===== src/rtl/alu_issue_arbiter.sv =====
// rtl/alu_issue_arbiter.sv - round-robin arbiter sharing one ALU among several issue requesters
//
// Purpose
//   Grants the single ALU to one requester at a time in round-robin order.
//   It drives the ALU issue/accept handshake and steers each result back
//   to the requester that issued the op. Only one op is in flight.
//
// Parameters
//   NUM_REQ  number of requesters (2..8)
//   XLEN     result width, must match the ALU
//   IN_W     width of the packed ALU operand/control bundle
//
// Ports
//   clk_i              clock, all state on the rising edge
//   rst_ni             asynchronous active-low reset
//   req_i              per-requester op ready, held until granted
//   req_inputs_i       per-requester ALU bundle, slice i = [i*IN_W +: IN_W]
//   gnt_o              one-hot, op of requester i taken this cycle
//   rsp_valid_o        one-hot, result for requester i on rsp_data_o
//   rsp_data_o         ALU result (meaningful while any rsp_valid_o bit is set)
//   rsp_ack_i          requester i consumes its result this cycle
//   alu_ready_i        ALU can take a new op this cycle
//   alu_new_request_o  issue pulse to the ALU
//   alu_inputs_o       bundle of the granted requester, zero when no grant
//   alu_done_i         ALU result valid
//   alu_result_i       ALU result
//   alu_accepted_o     result consumed, ALU clears done
//   busy_o             an op is in flight
module alu_issue_arbiter #(
    parameter int NUM_REQ = 2,
    parameter int XLEN    = 32,
    parameter int IN_W    = 128
) (
    input  logic                    clk_i,
    input  logic                    rst_ni,
    input  logic [NUM_REQ-1:0]      req_i,
    input  logic [NUM_REQ*IN_W-1:0] req_inputs_i,
    output logic [NUM_REQ-1:0]      gnt_o,
    output logic [NUM_REQ-1:0]      rsp_valid_o,
    output logic [XLEN-1:0]         rsp_data_o,
    input  logic [NUM_REQ-1:0]      rsp_ack_i,
    input  logic                    alu_ready_i,
    output logic                    alu_new_request_o,
    output logic [IN_W-1:0]         alu_inputs_o,
    input  logic                    alu_done_i,
    input  logic [XLEN-1:0]         alu_result_i,
    output logic                    alu_accepted_o,
    output logic                    busy_o
);

    localparam int IDX_W = (NUM_REQ > 1) ? $clog2(NUM_REQ) : 1;
    localparam logic [IDX_W-1:0] LAST_IDX = IDX_W'(NUM_REQ - 1);

    typedef enum logic {
        IDLE = 1'b0,
        BUSY = 1'b1
    } state_e;

    state_e           state_q, state_d;
    logic [IDX_W-1:0] owner_q, owner_d;
    logic [IDX_W-1:0] rr_ptr_q, rr_ptr_d;

    logic [IDX_W-1:0] winner;
    logic [IDX_W-1:0] winner_next;
    logic [IDX_W-1:0] cand;
    logic             any_req;
    logic             op_release;
    logic             can_issue;
    logic             issue_out;

    // Round-robin search starting at rr_ptr_q. Walking the offsets from the
    // far end towards zero lets the closest requesting index overwrite
    // any earlier candidate, so the last assignment is the winner.
    always_comb begin
        winner = rr_ptr_q;
        cand   = '0;
        for (int k = NUM_REQ - 1; k >= 0; k--) begin
            cand = IDX_W'((int'(rr_ptr_q) + k) % NUM_REQ);
            if (req_i[cand]) begin
                winner = cand;
            end
        end
    end

    assign winner_next = (winner == LAST_IDX) ? '0 : winner + IDX_W'(1);

    assign any_req = |req_i;

    // The owner releasing its result frees the ALU in the same cycle, which
    // is what allows a new op to be issued back-to-back.
    assign op_release = (state_q == BUSY) && alu_done_i && rsp_ack_i[owner_q];

    assign can_issue = alu_ready_i && any_req && ((state_q == IDLE) || op_release);

    // Outputs are forced quiet while reset is held; the state registers are
    // already held by the asynchronous reset, so they use can_issue directly.
    assign issue_out = can_issue && rst_ni;

    always_comb begin
        gnt_o = '0;
        if (issue_out) begin
            gnt_o[winner] = 1'b1;
        end
    end

    assign alu_new_request_o = issue_out;
    assign alu_inputs_o      = issue_out ? req_inputs_i[int'(winner)*IN_W +: IN_W] : '0;

    always_comb begin
        rsp_valid_o = '0;
        if (state_q == BUSY) begin
            rsp_valid_o[owner_q] = alu_done_i;
        end
    end

    assign rsp_data_o     = (state_q == BUSY) ? alu_result_i : '0;
    assign alu_accepted_o = op_release;
    assign busy_o         = (state_q == BUSY);

    always_comb begin
        state_d  = state_q;
        owner_d  = owner_q;
        rr_ptr_d = rr_ptr_q;
        if (can_issue) begin
            state_d  = BUSY;
            owner_d  = winner;
            rr_ptr_d = winner_next;
        end else if (op_release) begin
            state_d = IDLE;
        end
    end

    always_ff @(posedge clk_i or negedge rst_ni) begin
        if (!rst_ni) begin
            state_q  <= IDLE;
            owner_q  <= '0;
            rr_ptr_q <= '0;
        end else begin
            state_q  <= state_d;
            owner_q  <= owner_d;
            rr_ptr_q <= rr_ptr_d;
        end
    end

`ifndef SYNTHESIS
    a_gnt_onehot : assert property (@(posedge clk_i) disable iff (!rst_ni)
        $onehot0(gnt_o));
    a_rsp_onehot : assert property (@(posedge clk_i) disable iff (!rst_ni)
        $onehot0(rsp_valid_o));
    a_issue_matches_gnt : assert property (@(posedge clk_i) disable iff (!rst_ni)
        alu_new_request_o == (|gnt_o));
    a_no_gnt_while_held : assert property (@(posedge clk_i) disable iff (!rst_ni)
        !((state_q == BUSY) && !op_release && (|gnt_o)));
    a_no_done_when_idle : assert property (@(posedge clk_i) disable iff (!rst_ni)
        !((state_q == IDLE) && alu_done_i));
`endif

endmodule

===== config.mk =====
export PLATFORM = sky130hd
export DESIGN_NAME = alu_issue_arbiter
export DESIGN_NICKNAME = d
export VERILOG_FILES = /design/src/rtl/alu_issue_arbiter.sv
export SDC_FILE = /design/constraint.sdc
export NUM_CORES = 1
export LEC_CHECK = 0
export BUFFER_PORTS_ARGS = -buffer_cell sky130_fd_sc_hd__buf_2
export CORE_AREA = 8 8 173 175
export CTS_CLUSTER_DIAMETER = 200
export DETAILED_ROUTE_END_ITERATION = 16
export DIE_AREA = 0 0 181 183
export HOLD_SLACK_MARGIN = 0.03
export PLACE_DENSITY = 0.42
export RECOVER_POWER = 100
export SYNTH_ARGS = -nofsm -noshare
export SYNTH_HDL_FRONTEND = slang
export SYNTH_SLANG_ARGS = --single-unit

===== constraint.sdc =====
create_clock -name clk_i -period 2.4 [get_ports clk_i]
set_clock_uncertainty 0.15 [all_clocks]
set_input_delay 0.24 -clock clk_i [delete_from_list [all_inputs] [get_ports clk_i]]
set_output_delay 0.24 -clock clk_i [all_outputs]
set_load 0.005 [all_outputs]

After elaboration in Yosys (flattened, before gate mapping). Cells that the tools add are included.

Register bits after elaboration: 3. Bits of input ports: 296. Output and inout bits: 167. Word-level logic and storage cells: 43.

Add/sub/neg operators: 2. $lt $le $gt $ge: 6. Shift operators: 1. Muxes and demuxes: 19. Bitwise logic cells: 2. Reduce and logical (&&, ||, !) cells: 10.

Operators by type and width (number): indexed part select 256 x 9 -> 128 bit (1); two-way mux 128 bit (1); two-way mux 32 bit (1); two-way mux 1 bit (13); less-than comparator 1 x 2 -> 1 bit, second input constant (4); logical AND 1 bit (7); two-way mux 2 bit (2); adder 1 bit, second input constant (2); bitwise AND 2 bit (1); demux 1 bit (select 1 bit) (2); greater-or-equal comparator 1 bit, second input constant (2); nonzero test 2 bit (1); OR reduction 2 bit (1); logical OR 1 bit (1); NOT 1 bit (1).

Logic depth before layout (Yosys ltp).
Depth after elaboration: 10. Gate-level depth with buffers: 6. Mapped depth without buffers: 4.

Worst setup path after synthesis. No wires, ideal clock.

Kind: flip-flop to output port. Start point: register owner_q. End point: output alu_inputs_o[100]. Arrival: 1224 ps. Data required time: 2010 ps. Path slack: 786 ps. Stages on the path, launching flop included: 7. Path buffers: 2. Path through: dfrtp_1 -> mux2i_1 -> o21ai_2 -> nand3_2 -> buf_6 -> buf_6 -> a21oi_2.

Cells in the longest elaborated chain, start to end: 7.

Ends and longest elaborated chain: start, declared (line 60) `logic [IDX_W-1:0] owner_q, owner_d;`; start signal, assigned (line 140) `owner_q <= owner_d;`; two-way mux 1 bit (implied by the code) (2 in a row) (line 91) `assign op_release = (state_q == BUSY) && alu_done_i && rsp_ack_i[owner_q];`; logical AND 1 bit (line 91); logical OR 1 bit (line 93) `assign can_issue = alu_ready_i && any_req && ((state_q == IDLE) || op_release);`; logical AND 1 bit (line 93); logical AND 1 bit (line 97) `assign issue_out = can_issue && rst_ni;`; two-way mux 128 bit (line 107) `assign alu_inputs_o = issue_out ? req_inputs_i[int'(winner)*IN_W +: IN_W] : '0;`; end, declared (line 44) `output logic [IN_W-1:0] alu_inputs_o,`.

Every way passes these cells. The select of a mux whose other input is x is not followed.

Worst setup path in the final report.
Start point: register owner_q. End point: output alu_inputs_o[113].

Same word-level chain as after synthesis.

==> impl_results.md <==
- Worst-Skew Late Latency: ~0.22 ns
- CTS sink cnt: 3
- Reg2reg path depth: 4
- Cells after Synth: 485
- Die Wd: 181 um
- Clock Tree Buf Depth: 2
- Critical Path Start Type: register
- CP arrival: around 1.9 ns
- Final Setup Violations: 0
- Routed Antenna Nets: 0
- Worst EP required: 2.01 ns
- Cell depth of the worst setup path: 7
- Share of cells above drive strength 1: 57.59%
- Antenna fix cells: 0
- Vias: 4848
- Die footprint: 33120 um^2
- H-tree levels: 1
- Post-Synthesis Cell Area: 2624 um^2
- Utilization after layout: 19.59%
- CP cell instances: mux2i_2, o21ai_2, nand3_4, buf_12, buf_12, a21oi_4, buf_2
- Final Hold Viols: 0
- Crit end category: primary output
- 1st-iter DRT viols: ~150
- Max-slew headroom: 32.78%
- Final setup margin: 0.1020 ns
- Worst Path Buf+Inv: 3
- CP delay by family, top: buffers and inverters
- Initial antenna violation count: 0
- Row count: slightly above 60
- Worst-path maximum fanout: 38
- Starting Density: 9.603%
- Buffer count from post-CTS setup fixing: 0
- Post-DP HPWL: 15500 um
- Crit Reg-Reg Startpoint: owner_q$_DFFE_PN0P_
- Post-route cell area: 5351 um^2
- Port bufs: 462
- Synth warn: 0
- Placed instance area: ~5300 um^2
- Critical Path Start: owner_q$_DFFE_PN0P_
- Slew Viols, Final: 0
- Leakage: 2.902 nW
- Slew @ Worst Pin: 1.008 ns
- Setup slack, reg-to-reg: 0.74 ns
- Post-Route WL: 18140 um
- M2 GR Usage: a little under a fifth
- Routed WL per cell: ~14 um
- Peak VDD IR: 426.2 uV
- Avg Cell Area, Syn: 5.410 um^2
- GR Util met3: approximately 3.8%
- Seq/Total Area, Yosys: under 10%
- RSZ-0062 raised after global routing: yes
- Crit path top cell by count: buf_12
- Tmin final: 2.298 ns
- Clock-pin transition on the worst setup and hold timing paths: 0.03 ns
- Status: finished clean
- Nets: around 1200
- Layer with the highest usage: met2
- Grt total ovfl: 0
- Area growth syn-to-layout: 104.0%
- CTS tree: yes
- Hold Crit Class: input pin to register
- First-pass GRT wire length: 26810 um
- Io pins: around 460
- Total Power: 0.002305 W
- CP Class: register to primary output
- Total GRT Usage: 9.687%
- Die height: 183 um
- Pin count of the biggest net entering global routing: just over 70
- Vias in the first global route: 5111
- Dpl ws: 0.2997 ns
- Reg2reg end: owner_q$_DFFE_PN0P_
- GPL Wtd Cong: 0.8972
- Clk root buf: clkbuf_16
- Vias per inst: 3.823
- Met1 capacity usage during global routing: about a tenth
- Synth Register Bits: 3
- Synth cell types: 21
- First drt pass iteration count: 4
- Power density over the cells: 430.7 nW/um^2
- DRC: 0
- Fin crit share: about 96%
- Crit path to: alu_inputs_o[113]
- Fmax: 435.2 MHz
- CP max-delay cell: dfrtp_2
- CTS buffer count: 3
- Synthesized Nets: slightly below 800
- Core Area: 27320 um^2
- Max Cap Viol: 0
- Slowest stage delay, CP: roughly 0.43 ns
[kinds of logic after synthesis]
logic type | after synthesis | synth area share [%]
simple gates | 299 | 46.45
compound gates | 133 | 38.72
buf+inv | 47 | 10.73
mux | 3 | 1.240
flops | 3 | 2.861
[final cells by class]
class	instances	area, um^2
Clock buffer	4	78.83
Fill cell	3225	21970
Inverter	2	7.507
Multi-Input combinational cell	435	2283
Sequential cell	3	76.32
Tap cell	346	432.9
Timing Repair Buffer	478	2472
[cell usage in the layout, fill, tap and decap left out]
cell type	count
a21o_2	1
inv_1	2
nand3_4	1
a21oi_2	86
nor2_1	4
dfrtp_2	1
clkbuf_1	45
clkbuf_16	3
dfrtp_1	2
clkbuf_2	8
nand2_1	258
nor2b_1	1
buf_12	8
nand2b_1	1
mux2_2	2
and3_1	1
buf_4	4
o21a_1	1
and2_1	30
a21oi_4	2
buf_2	413
o21ai_2	1
and2_0	3
o21ai_0	1
dlygate4sd3_1	1
mux2i_2	1
a21oi_1	41
[per-layer routing]
| layer | vias to the layer above | part of all wire [%] |
|---|---|---|
| met1 | 2089 | 38 |
| met5 | - | 0 |
| met3 | 26 | 10 |
| met2 | 312 | 50 |
| li1 | 2421 | - |
| met4 | 0 | 2.2 |
[worst reg2reg max path, stage by stage, from the launching register on]
cell and delay [ns]:
dfrtp_2 0.43, mux2i_2 0.19, o21ai_2 0.22, and2_1 0.20, mux2_2 0.34
[timing repair]
item / CTS / global route
hold endpoints to repair: 3 / 0
gates resized for setup: 0 / 4
setup endpoints to repair: 0 / 80
hold buffers: 1 / 0
[where the power goes]
part / switching [W] / total, W / internal, W
registers: 0.0000275 / 0.000101 / 0.0000736
clock network: 0.0000462 / 0.000266 / 0.000219
logic: 0.00119 / 0.00194 / 0.000749
total: 0.00126 / 0.00230 / 0.00104
[registers in the layout (all words and copies together) (netlist names)]
register	cells
busy_o	1
owner_q	1
rr_ptr_q	1
[Yosys cell counts, drive strengths merged]
master	count	area, um^2
and2	33	206.5
inv	2	7.510
nor2	4	15.01
nand3	1	10.01
o21ai	2	13.76
mux2	2	22.52
and3	1	6.260
nand2	258	968.4
dfrtp	3	75.07
clkbuf	13	48.80
buf	32	225.2
mux2i	1	10.01
nor2b	1	6.260
a21oi	129	987.2
nand2b	1	6.260
a21o	1	7.510
o21a	1	7.510
[stage by stage]
| step | hold WS [ns] | TNS, ns | instances |
|---|---|---|---|
| 2_1_floorplan | -0.2056 | 0 | 485 |
| 5_1_grt | 0.1862 | -0.0005520 | 1268 |
| 3_3_place_gp | -0.08997 | 0 | 1263 |
| 6_report | 0.1737 | 0 | 1268 |
| 4_1_cts | 0.1734 | 0 | 1268 |
| 3_5_place_dp | -0.08923 | 0 | 1263 |
[how the worst min path moves through the flow]
stage / start / to / slack [ns] / cells past startpoint
after CTS: alu_ready_i / busy_o$_DFFE_PN0P_ / 0.17 / 3
after global placement: rst_ni / rr_ptr_q$_DFFE_PN0P_ / -0.09 / 1
final: alu_ready_i / busy_o$_DFFE_PN0P_ / 0.17 / 3
after floorplan: rst_ni / busy_o$_DFFE_PN0P_ / -0.21 / 0
after global routing: alu_ready_i / busy_o$_DFFE_PN0P_ / 0.19 / 3
after detailed placement: rst_ni / rr_ptr_q$_DFFE_PN0P_ / -0.09 / 1
(Power assumes the default switching activity.)
